## src/rtl/fft_pitch_pkg.sv

```systemverilog
// Shared types and constants for the FFT pitch scheduler.
package fft_pitch_pkg;

   // Controller sequencing states
   typedef enum logic [2:0] {
      WAIT_FRAME = 3'd0,
      START      = 3'd1,
      RUN        = 3'd2,
      SCAN       = 3'd3,
      REPORT     = 3'd4
   } fsm_state_t;

   // Default frame length and the bin index type it implies
   localparam int DEFAULT_NSAMPLES = 256;
   typedef logic [$clog2(DEFAULT_NSAMPLES)-1:0] bin_idx_t;

   // Reported bin value meaning "no pitch detected"
   localparam int NO_PITCH = 0;

endpackage

```

## src/rtl/frame_fill_ctrl.sv

```systemverilog
// Frame fill side: decimation, ping-pong bank/address generation and the
// handoff-or-drop decision at the end of each frame.
module frame_fill_ctrl #(
   parameter int NSamples = 256,
   parameter int W        = 16,
   parameter int DECIM    = 4
) (
   input  logic                        clk,
   input  logic                        reset,
   input  logic                        enable,
   input  logic [W-1:0]                sample_data,
   input  logic                        sample_valid,
   input  logic                        accept_frame,
   output logic                        buf_wr_en,
   output logic                        buf_wr_bank,
   output logic [$clog2(NSamples)-1:0] buf_wr_addr,
   output logic [W-1:0]                buf_wr_data,
   output logic                        handoff,
   output logic                        handoff_bank,
   output logic [7:0]                  overrun_count
);

   localparam int AW  = $clog2(NSamples);
   localparam int DCW = (DECIM > 1) ? $clog2(DECIM) : 1;

   logic [DCW-1:0] dec_cnt;
   logic [AW-1:0]  fill_addr;
   logic           fill_bank;

   // Accept samples, keep one in DECIM, write it and close frames; a frame
   // that completes while the controller is busy is dropped and its bank
   // is refilled, so the bank under FFT is never overwritten.
   always_ff @(posedge clk) begin
      if (reset) begin
         dec_cnt       <= '0;
         fill_addr     <= '0;
         fill_bank     <= 1'b0;
         buf_wr_en     <= 1'b0;
         buf_wr_bank   <= 1'b0;
         buf_wr_addr   <= '0;
         buf_wr_data   <= '0;
         handoff       <= 1'b0;
         handoff_bank  <= 1'b0;
         overrun_count <= 8'd0;
      end else begin
         buf_wr_en <= 1'b0;
         handoff   <= 1'b0;
         if (!enable) begin
            dec_cnt   <= '0;
            fill_addr <= '0;
         end else if (sample_valid) begin
            dec_cnt <= (dec_cnt == DCW'(DECIM - 1)) ? '0 : dec_cnt + 1'b1;
            if (dec_cnt == '0) begin
               buf_wr_en   <= 1'b1;
               buf_wr_bank <= fill_bank;
               buf_wr_addr <= fill_addr;
               buf_wr_data <= sample_data;
               if (fill_addr == AW'(NSamples - 1)) begin
                  fill_addr <= '0;
                  if (accept_frame) begin
                     handoff      <= 1'b1;
                     handoff_bank <= fill_bank;
                     fill_bank    <= ~fill_bank;
                  end else if (overrun_count != 8'hFF) begin
                     overrun_count <= overrun_count + 8'd1;
                  end
               end else begin
                  fill_addr <= fill_addr + 1'b1;
               end
            end
         end
      end
   end

endmodule

```

## src/rtl/fft_frame_scheduler.sv

```systemverilog
// FFT pitch controller: fills ping-pong frames, starts the FFT on each
// completed bank, scans the magnitude stream for the peak bin and reports it.
// Optional build macro: PITCH_THRESHOLD_EN adds mag_threshold; peaks below
// it are reported as NO_PITCH.
module fft_frame_scheduler #(
   parameter int NSamples = 256,
   parameter int W        = 16,
   parameter int MW       = 32,
   parameter int DECIM    = 4,
   parameter int MIN_BIN  = 2
) (
   input  logic                        clk,
   input  logic                        reset,
   input  logic                        enable,
   input  logic [W-1:0]                sample_data,
   input  logic                        sample_valid,
   output logic                        buf_wr_en,
   output logic                        buf_wr_bank,
   output logic [$clog2(NSamples)-1:0] buf_wr_addr,
   output logic [W-1:0]                buf_wr_data,
   output logic                        fft_start,
   output logic                        fft_bank,
   input  logic                        fft_done,
   input  logic                        mag_valid,
   input  logic [$clog2(NSamples)-1:0] mag_index,
   input  logic [MW-1:0]               mag_data,
   input  logic                        mag_last,
`ifdef PITCH_THRESHOLD_EN
   input  logic [MW-1:0]               mag_threshold,
`endif
   output logic [$clog2(NSamples)-1:0] pitch_output_data,
   output logic                        pitch_output_valid,
   output logic [7:0]                  overrun_count,
   output logic                        busy
);

   import fft_pitch_pkg::*;

   localparam int AW = $clog2(NSamples);

   // Handshakes: sample_valid is always accepted (no ready); fft_start and
   // fft_done are single-cycle pulses; a magnitude beat is consumed in any
   // SCAN cycle where mag_valid is high, and mag_last closes the stream.

   fsm_state_t     state;
   logic [MW-1:0]  peak_mag;
   logic [AW-1:0]  peak_idx;
   logic           handoff;
   logic           handoff_bank;
   logic           in_range;
   logic           below_threshold;

   frame_fill_ctrl #(
      .NSamples (NSamples),
      .W        (W),
      .DECIM    (DECIM)
   ) u_fill (
      .clk           (clk),
      .reset         (reset),
      .enable        (enable),
      .sample_data   (sample_data),
      .sample_valid  (sample_valid),
      .accept_frame  (state == WAIT_FRAME),
      .buf_wr_en     (buf_wr_en),
      .buf_wr_bank   (buf_wr_bank),
      .buf_wr_addr   (buf_wr_addr),
      .buf_wr_data   (buf_wr_data),
      .handoff       (handoff),
      .handoff_bank  (handoff_bank),
      .overrun_count (overrun_count)
   );

   // Only bins from MIN_BIN up to (not including) Nyquist may win
   assign in_range = (mag_index >= AW'(MIN_BIN)) && (mag_index < AW'(NSamples / 2));

`ifdef PITCH_THRESHOLD_EN
   assign below_threshold = (peak_mag < mag_threshold);
`else
   assign below_threshold = 1'b0;
`endif

   assign busy = (state != WAIT_FRAME);

   // Sequencer: handoff -> start pulse -> wait done -> peak scan -> report
   always_ff @(posedge clk) begin
      if (reset) begin
         state              <= WAIT_FRAME;
         fft_start          <= 1'b0;
         fft_bank           <= 1'b0;
         pitch_output_data  <= '0;
         pitch_output_valid <= 1'b0;
         peak_mag           <= '0;
         peak_idx           <= '0;
      end else begin
         fft_start          <= 1'b0;
         pitch_output_valid <= 1'b0;
         case (state)
            WAIT_FRAME: begin
               if (handoff) begin
                  fft_bank <= handoff_bank;
                  state    <= START;
               end
            end
            START: begin
               fft_start <= 1'b1;
               peak_mag  <= '0;
               peak_idx  <= AW'(MIN_BIN);
               state     <= RUN;
            end
            RUN: begin
               if (fft_done) state <= SCAN;
            end
            SCAN: begin
               if (mag_valid) begin
                  // Strict compare keeps the lowest index on ties
                  if (in_range && (mag_data > peak_mag)) begin
                     peak_mag <= mag_data;
                     peak_idx <= mag_index;
                  end
                  if (mag_last) state <= REPORT;
               end
            end
            REPORT: begin
               pitch_output_valid <= 1'b1;
               pitch_output_data  <= below_threshold ? AW'(NO_PITCH) : peak_idx;
               state              <= WAIT_FRAME;
            end
            default: state <= WAIT_FRAME;
         endcase
      end
   end

endmodule

```

## config.mk

```make
export PLATFORM = sky130hd
export DESIGN_NAME = fft_frame_scheduler
export DESIGN_NICKNAME = d
export VERILOG_FILES = /design/src/rtl/fft_pitch_pkg.sv /design/src/rtl/frame_fill_ctrl.sv /design/src/rtl/fft_frame_scheduler.sv
export SDC_FILE = /design/constraint.sdc
export NUM_CORES = 1
export LEC_CHECK = 0
export CAP_MARGIN = 5
export CORE_UTILIZATION = 45
export DETAILED_ROUTE_END_ITERATION = 16
export PLACE_DENSITY = 0.85
export REMOVE_ABC_BUFFERS = 1
export SLEW_MARGIN = 0
export SYNTH_ARGS = -nofsm -noshare
export SYNTH_HDL_FRONTEND = slang
export SYNTH_SLANG_ARGS = --single-unit
```

## constraint.sdc

```tcl
create_clock -name clk -period 2.6 [get_ports clk]
set_input_delay 0.52 -clock clk [delete_from_list [all_inputs] [get_ports clk]]
set_output_delay 0.52 -clock clk [all_outputs]
set_load 0.01 [all_outputs]
```

Word level (Yosys, flattened, before mapping)
Index checks and enable logic that the tools add are counted.
{"block": "word_totals", "word_cells": 74, "out_inout_bits": 46, "ff_bits": 101, "input_bits": 63}
{"block": "op_classes", "reduce_logical": 16, "n_bitwise": 6, "add_sub_neg": 3, "n_eq_ne": 12, "n_lt_le_gt_ge": 3, "mux": 17}
{"cell": "$mux W32", "count": 2}
{"cell": "$pmux W32 S2", "count": 1}
{"cell": "$gt A32 B32 Y1", "count": 1}
{"cell": "$mux W8", "count": 3}
{"cell": "$add A8 B1 Y8 const B", "count": 2}
{"cell": "$pmux W8 S2", "count": 1}
{"cell": "$mux W3", "count": 4}
{"cell": "$pmux W3 S4", "count": 1}
{"cell": "$ne A2 B2 Y1 const B", "count": 5}
{"cell": "$eq A8 B8 Y1 const B", "count": 1}
{"cell": "$ge A8 B2 Y1 const B", "count": 1}
{"cell": "$lt A8 B8 Y1 const B", "count": 1}
{"cell": "$ne A8 B8 Y1 const B", "count": 1}
{"cell": "$eq A3 B2 Y1 const B", "count": 2}
{"cell": "$not A1 Y1", "count": 6}
{"cell": "$reduce_and A3 Y1", "count": 2}
{"cell": "$reduce_and A6 Y1", "count": 1}
{"cell": "$reduce_and A5 Y1", "count": 1}
{"cell": "$reduce_or A5 Y1", "count": 1}
{"cell": "$mux W1", "count": 4}
{"cell": "$reduce_and A2 Y1", "count": 2}
{"cell": "$reduce_and A4 Y1", "count": 1}
{"cell": "$eq A3 B1 Y1 const B", "count": 1}
{"cell": "$eq A3 B3 Y1 const B", "count": 1}
{"cell": "other kinds (10)", "count": 11}

Depth between registers and ports, before layout
{"block": "logic_depth", "ltp_word": 6, "depth_mapped": 10, "depth_no_buf": 8}

Hierarchy
Synthesis repeated with hierarchy kept, for this count alone.
{"block": "unflattened", "hier_cells": 586, "hier_area_um2": 4812.1}
{"module": "fft_frame_scheduler", "area_per_inst_um2": 2932.8, "cells_per_inst": 359, "seq_area_each_um2": 1081.0, "instances": 1}
{"module": "frame_fill_ctrl", "area_per_inst_um2": 1879.3, "cells_per_inst": 227, "seq_area_each_um2": 940.9, "instances": 1}

Worst setup path before layout
OpenSTA, ideal clock, no wires.
{"block": "synth_path", "path_kind": "input -> register", "from": "input mag_data[23]", "to": "register peak_idx[7]", "path_slack_ns": 0.216, "n_path_buf": 2, "required_ns": 2.513, "setup_time_ns": 0.087, "cell_stages": 9, "t_arrival_ns": 2.297, "cell_sequence": "ha_1 a211oi_2 o21ai_1 a221o_1 o311a_1 o21a_1 buf_6 buf_6 nor4b_4"}
{"block": "synth_between", "elab_chain_len": 4}
{"item": "start, declared", "line_no": "fft_frame_scheduler.sv:26", "source": "input logic [MW-1:0] mag_data,"}
{"item": "$gt A32 B32 Y1", "line_no": "fft_frame_scheduler.sv:116", "source": "if (in_range && (mag_data > peak_mag)) begin"}
{"item": "$logic_and A1 B1 Y1", "line_no": "fft_frame_scheduler.sv:116"}
{"item": "$ne A2 B2 Y1 (no line)"}
{"item": "$reduce_and A3 Y1 (no line)"}
{"item": "end signal, assigned", "line_no": "fft_frame_scheduler.sv:107", "source": "peak_idx <= AW'(MIN_BIN);"}
{"item": "end signal, assigned", "line_no": "fft_frame_scheduler.sv:118", "source": "peak_idx <= mag_index;"}
{"item": "end, declared", "line_no": "fft_frame_scheduler.sv:47", "source": "logic [AW-1:0] peak_idx;"}
Every way passes these cells.
A chain may end at the register's enable or synchronous reset.

Worst setup path in the final report
{"block": "layout_path", "from": "input mag_data[31]", "to": "register peak_mag[10]"}
{"block": "layout_between", "elab_chain_len": 4}
{"item": "$gt A32 B32 Y1", "line_no": "fft_frame_scheduler.sv:116"}
{"item": "$logic_and A1 B1 Y1", "line_no": "fft_frame_scheduler.sv:116"}
{"item": "$ne A2 B2 Y1 (no line)"}
{"item": "$reduce_and A3 Y1 (no line)"}
{"item": "end signal, assigned", "line_no": "fft_frame_scheduler.sv:117", "source": "peak_mag <= mag_data;"}
{"item": "end, declared", "line_no": "fft_frame_scheduler.sv:46", "source": "logic [MW-1:0] peak_mag;"}
Every way passes these cells.

==> metrics.md <==
| Metric | Value |
|---|---|
| TritonRoute pass-1 iters | `4` |
| I/O Buffers | `about 110` |
| Post-Layout Cell Count | `about 830` |
| Post-Route WL | `about 11000 µm` |
| Placed insts | `811` |
| Total congestion overflow | `0` |
| Area delta synth->final | `32.7%` |
| Commonest non-fill, non-tap cells in the layout | `nand2_1 (125), clkdlybuf4s50_1 (105), dfxtp_1 (101)` |
| Mapped Cells | `roughly 580` |
| Seq/Total Area, Yosys | `0.418` |
| Max cap viols | `0` |
| Outcome | `complete, no violations` |
| Clk_lat worst skew | `~0.36 ns` |
| # H-tree levels | `3` |
| Slowest stage delay, CP | `between 0.4 and 0.5 ns` |
| Clk root buf | `clkbuf_8` |
| First-pass GRT wire length | `roughly 18000 µm` |
| Critical path required time | `2.88 ns` |
| Fmax | `around 0.4 GHz` |
| Critical Path AT | `about 2.8 ns` |
| Met3 WL | `about 380 µm` |
| Synth Area in XOR/XNOR | `0.0217` |
| Commonest non-fill, non-tap cell in the layout | `nand2_1` |
| Period utilization | `0.982` |
| Simple-Gate Fraction of Synth Area | `0.226` |
| Total CTS buffers | `9` |
| Number of synthesized flops with an enable pin | `0` |
| Core region area | `about 0.010 mm²` |
| Initial antenna violation count | `0` |
| Worst Max-Slew Pin Slew | `roughly 0.67 ns` |
| DRC | `0` |
| CTS tree | `done` |
| DR vias/cell | `5.17` |
| Pin count of the biggest net entering global routing | `53` |
| Average size of a mapped cell | `roughly 8.4 µm²` |
| Critical path buffers and inverters | `2` |
| Hold-fix buffers at CTS | `0` |
| Design area | `between 0.006 and 0.007 mm²` |
| Critical path endpoint category | `flip-flop` |
| I/O pins | `~110` |
| Largest family of logic cells by synthesized area | `simple AND/OR/NAND/NOR gates` |
| Hold Slack | `between 0.4 and 0.5 ns` |
| Yosys cell types | `between 40 and 50` |
| Die Height | `106 µm` |
| Vias in the first global route | `~4100` |
| Diode count | `0` |
| Sequence of cells on the critical path | `clkdlybuf4s50_1, ha_1, nand4_1, or3_1, o22ai_2, o311a_1, o21a_4, buf_12, mux2i_1` |
| Met1 wire length | `4950 µm` |
| Final #Nets | `~790` |
| Ys Warns | `0` |
| Met2 wire len | `~5700 µm` |
| Kind of cell adding the most delay to the critical path | `simple AND/OR/NAND/NOR gates` |
| Final setup fails | `0` |
| Leakage | `about 0.0023 µW` |
| Hold Violations, Final | `0` |
| Maximum clock insertion buffer count | `2` |
| FP Rows | `37` |
| Top Metal Used | `met4` |
| Initial DRC Count | `roughly 190` |
| Final slew viol count | `0` |
| Crit start category | `input port` |
| Clk_skew | `0.0223 ns` |
| Adder-cell share of the synthesized area | `0.0931` |
| R2R Setup Slk | `0.26 ns` |
| HPWL Detailed | `8080 µm` |
| Primary FF master, synth | `dfxtp_1` |
| Post-DP Area | `~0.006 mm²` |
| Starting Density | `0.467` |
| Rel. slew slack | `0.555` |
| FF+latch count, synth | `approximately 100` |
| Max FO, Critical Path | `15` |
| Total number of vias | `between 4000 and 5000` |
| Max VDD drop | `around 0.25 mV` |
| Power, Total | `2940 µW` |
| Fillcell total | `901` |
| Total GRT Usage | `0.197` |
| GP Congestion | `between 0.7 and 0.8` |
| Post-Syn Area | `0.00484 mm²` |
| Share of layout cells above drive strength 1 | `0.0750` |
| Async SR Flop Fraction | `0` |
| Hold crit path type | `flip-flop to flip-flop` |
| Num Clock Sinks | `just over 100` |
| Die W | `around 110 µm` |
| Multiplexer share of the synthesized area | `0.0910` |
| Clk slew on worst S/H paths | `0.11 ns` |
| Final Util | `0.619` |
| Post-synthesis compound-gate area fraction | `0.0876` |
| Worst-path cell with the longest stage delay | `clkdlybuf4s50_1` |
| Antenna viol nets, final | `0` |
| Kind of critical path | `input port to flip-flop` |
| Avg WL per Cell | `around 14 µm` |
| Die area | `between 0.01 and 0.015 mm²` |
| PD cells | `~460 mW/mm²` |
| Fin crit period | `2.55 ns` |
[logic make-up (layout without fill, tap and decap cells)]
logic type	after synthesis	after routing
flops	101	101
mux	44	44
buf+inv	71	187
simple gates	239	239
xor+xnor	12	12
fa+ha+maj	36	36
compound gates	74	74
[layer usage]
| layer | up-vias | track usage |
|---|---|---|
| li1 | 2170 | - |
| met1 | 2017 | 0.242 |
| met2 | 83 | 0.349 |
| met3 | 19 | 0.0278 |
| met4 | 0 | 0.0734 |
| met5 | - | 0 |
[cells in the mapped netlist, drive strengths merged (2+ instances only)]
master   instances  area share
nand2          125       0.097
dfxtp          101        0.42
a21oi           50       0.052
nand3           47       0.050
mux2i           44       0.091
inv             39       0.030
ha              36       0.093
nor2            27       0.021
clkbuf          26       0.020
nand4            9       0.012
o21ai            8      0.0083
xor2             7       0.013
buf              6       0.013
nor3             6      0.0062
nor4             5      0.0090
xnor2            5      0.0090
or3              4      0.0052
and3             3      0.0039
nand2b           3      0.0039
a2111oi          2      0.0036
a21o             2      0.0031
and2             2      0.0026
and4             2      0.0036
o21a             2      0.0031
or2              2      0.0026
[metrics by stage]
step | TNS [ns] | worst slack [ns]
after floorplan | -30.62 | -0.769
after global placement | -11.05 | -0.301
after detailed placement | -14.05 | -0.389
after CTS | 0 | 0.00264
after global routing | -0.178 | -0.0324
final | 0 | 0.0467
[sequential cells by signal (all words and copies together) (netlist names)]
name / count
peak_idx: 8
peak_mag: 32
u_fill.fill_addr: 8
u_fill.dec_cnt: 2
u_fill.buf_wr_bank: 1
u_fill.buf_wr_addr: 8
pitch_output_valid: 1
fft_bank: 1
u_fill.handoff: 1
u_fill.fill_bank: 1
u_fill.buf_wr_data: 16
u_fill.handoff_bank: 1
fft_start: 1
pitch_output_data: 8
u_fill.overrun_count: 8
state: 3
u_fill.buf_wr_en: 1
[worst register-to-register path: stages, from the launching register on]
cell and delay (ns):
dfxtp_1 0.36, inv_1 0.08, ha_4 0.27, nand4_1 0.18
or3_1 0.43, o22ai_2 0.15, o311a_1 0.21, o21a_4 0.19
buf_12 0.18, mux2i_1 0.22
[final cells by class]
cell class,count,area (µm²),area share
multi-input cells,405,2560,0.398
flip-flops and latches,101,2020,0.315
repair buffers,132,1310,0.204
well taps,136,170,0.0265
inverters,39,146,0.0228
clock buffers,9,124,0.0193
clock inverters,7,90.1,0.0140
[timing repair]
action	CTS	global route
setup endpoints to repair	2	40
buffers inserted	0	0
hold endpoints to repair	0	0
resized for setup	0	8
gates cloned	0	2
pin swaps	1	6
[path summary, 6_finish.rpt]
check	start	to	cells past startpoint
min	u_fill.buf_wr_data[11]	u_fill.buf_wr_data[11]	2
max	mag_data[31]	peak_mag[10]	9
max reg2reg	peak_mag[30]	peak_mag[10]	9
min reg2reg	u_fill.buf_wr_data[11]	u_fill.buf_wr_data[11]	2
[power by group]
group	internal [µW]	total [µW]	switching, µW
sequential	1560	1570	8.49
clock	466	1050	589
combinational	172	320	148
No activity file was read; power rests on OpenSTA's default activity.
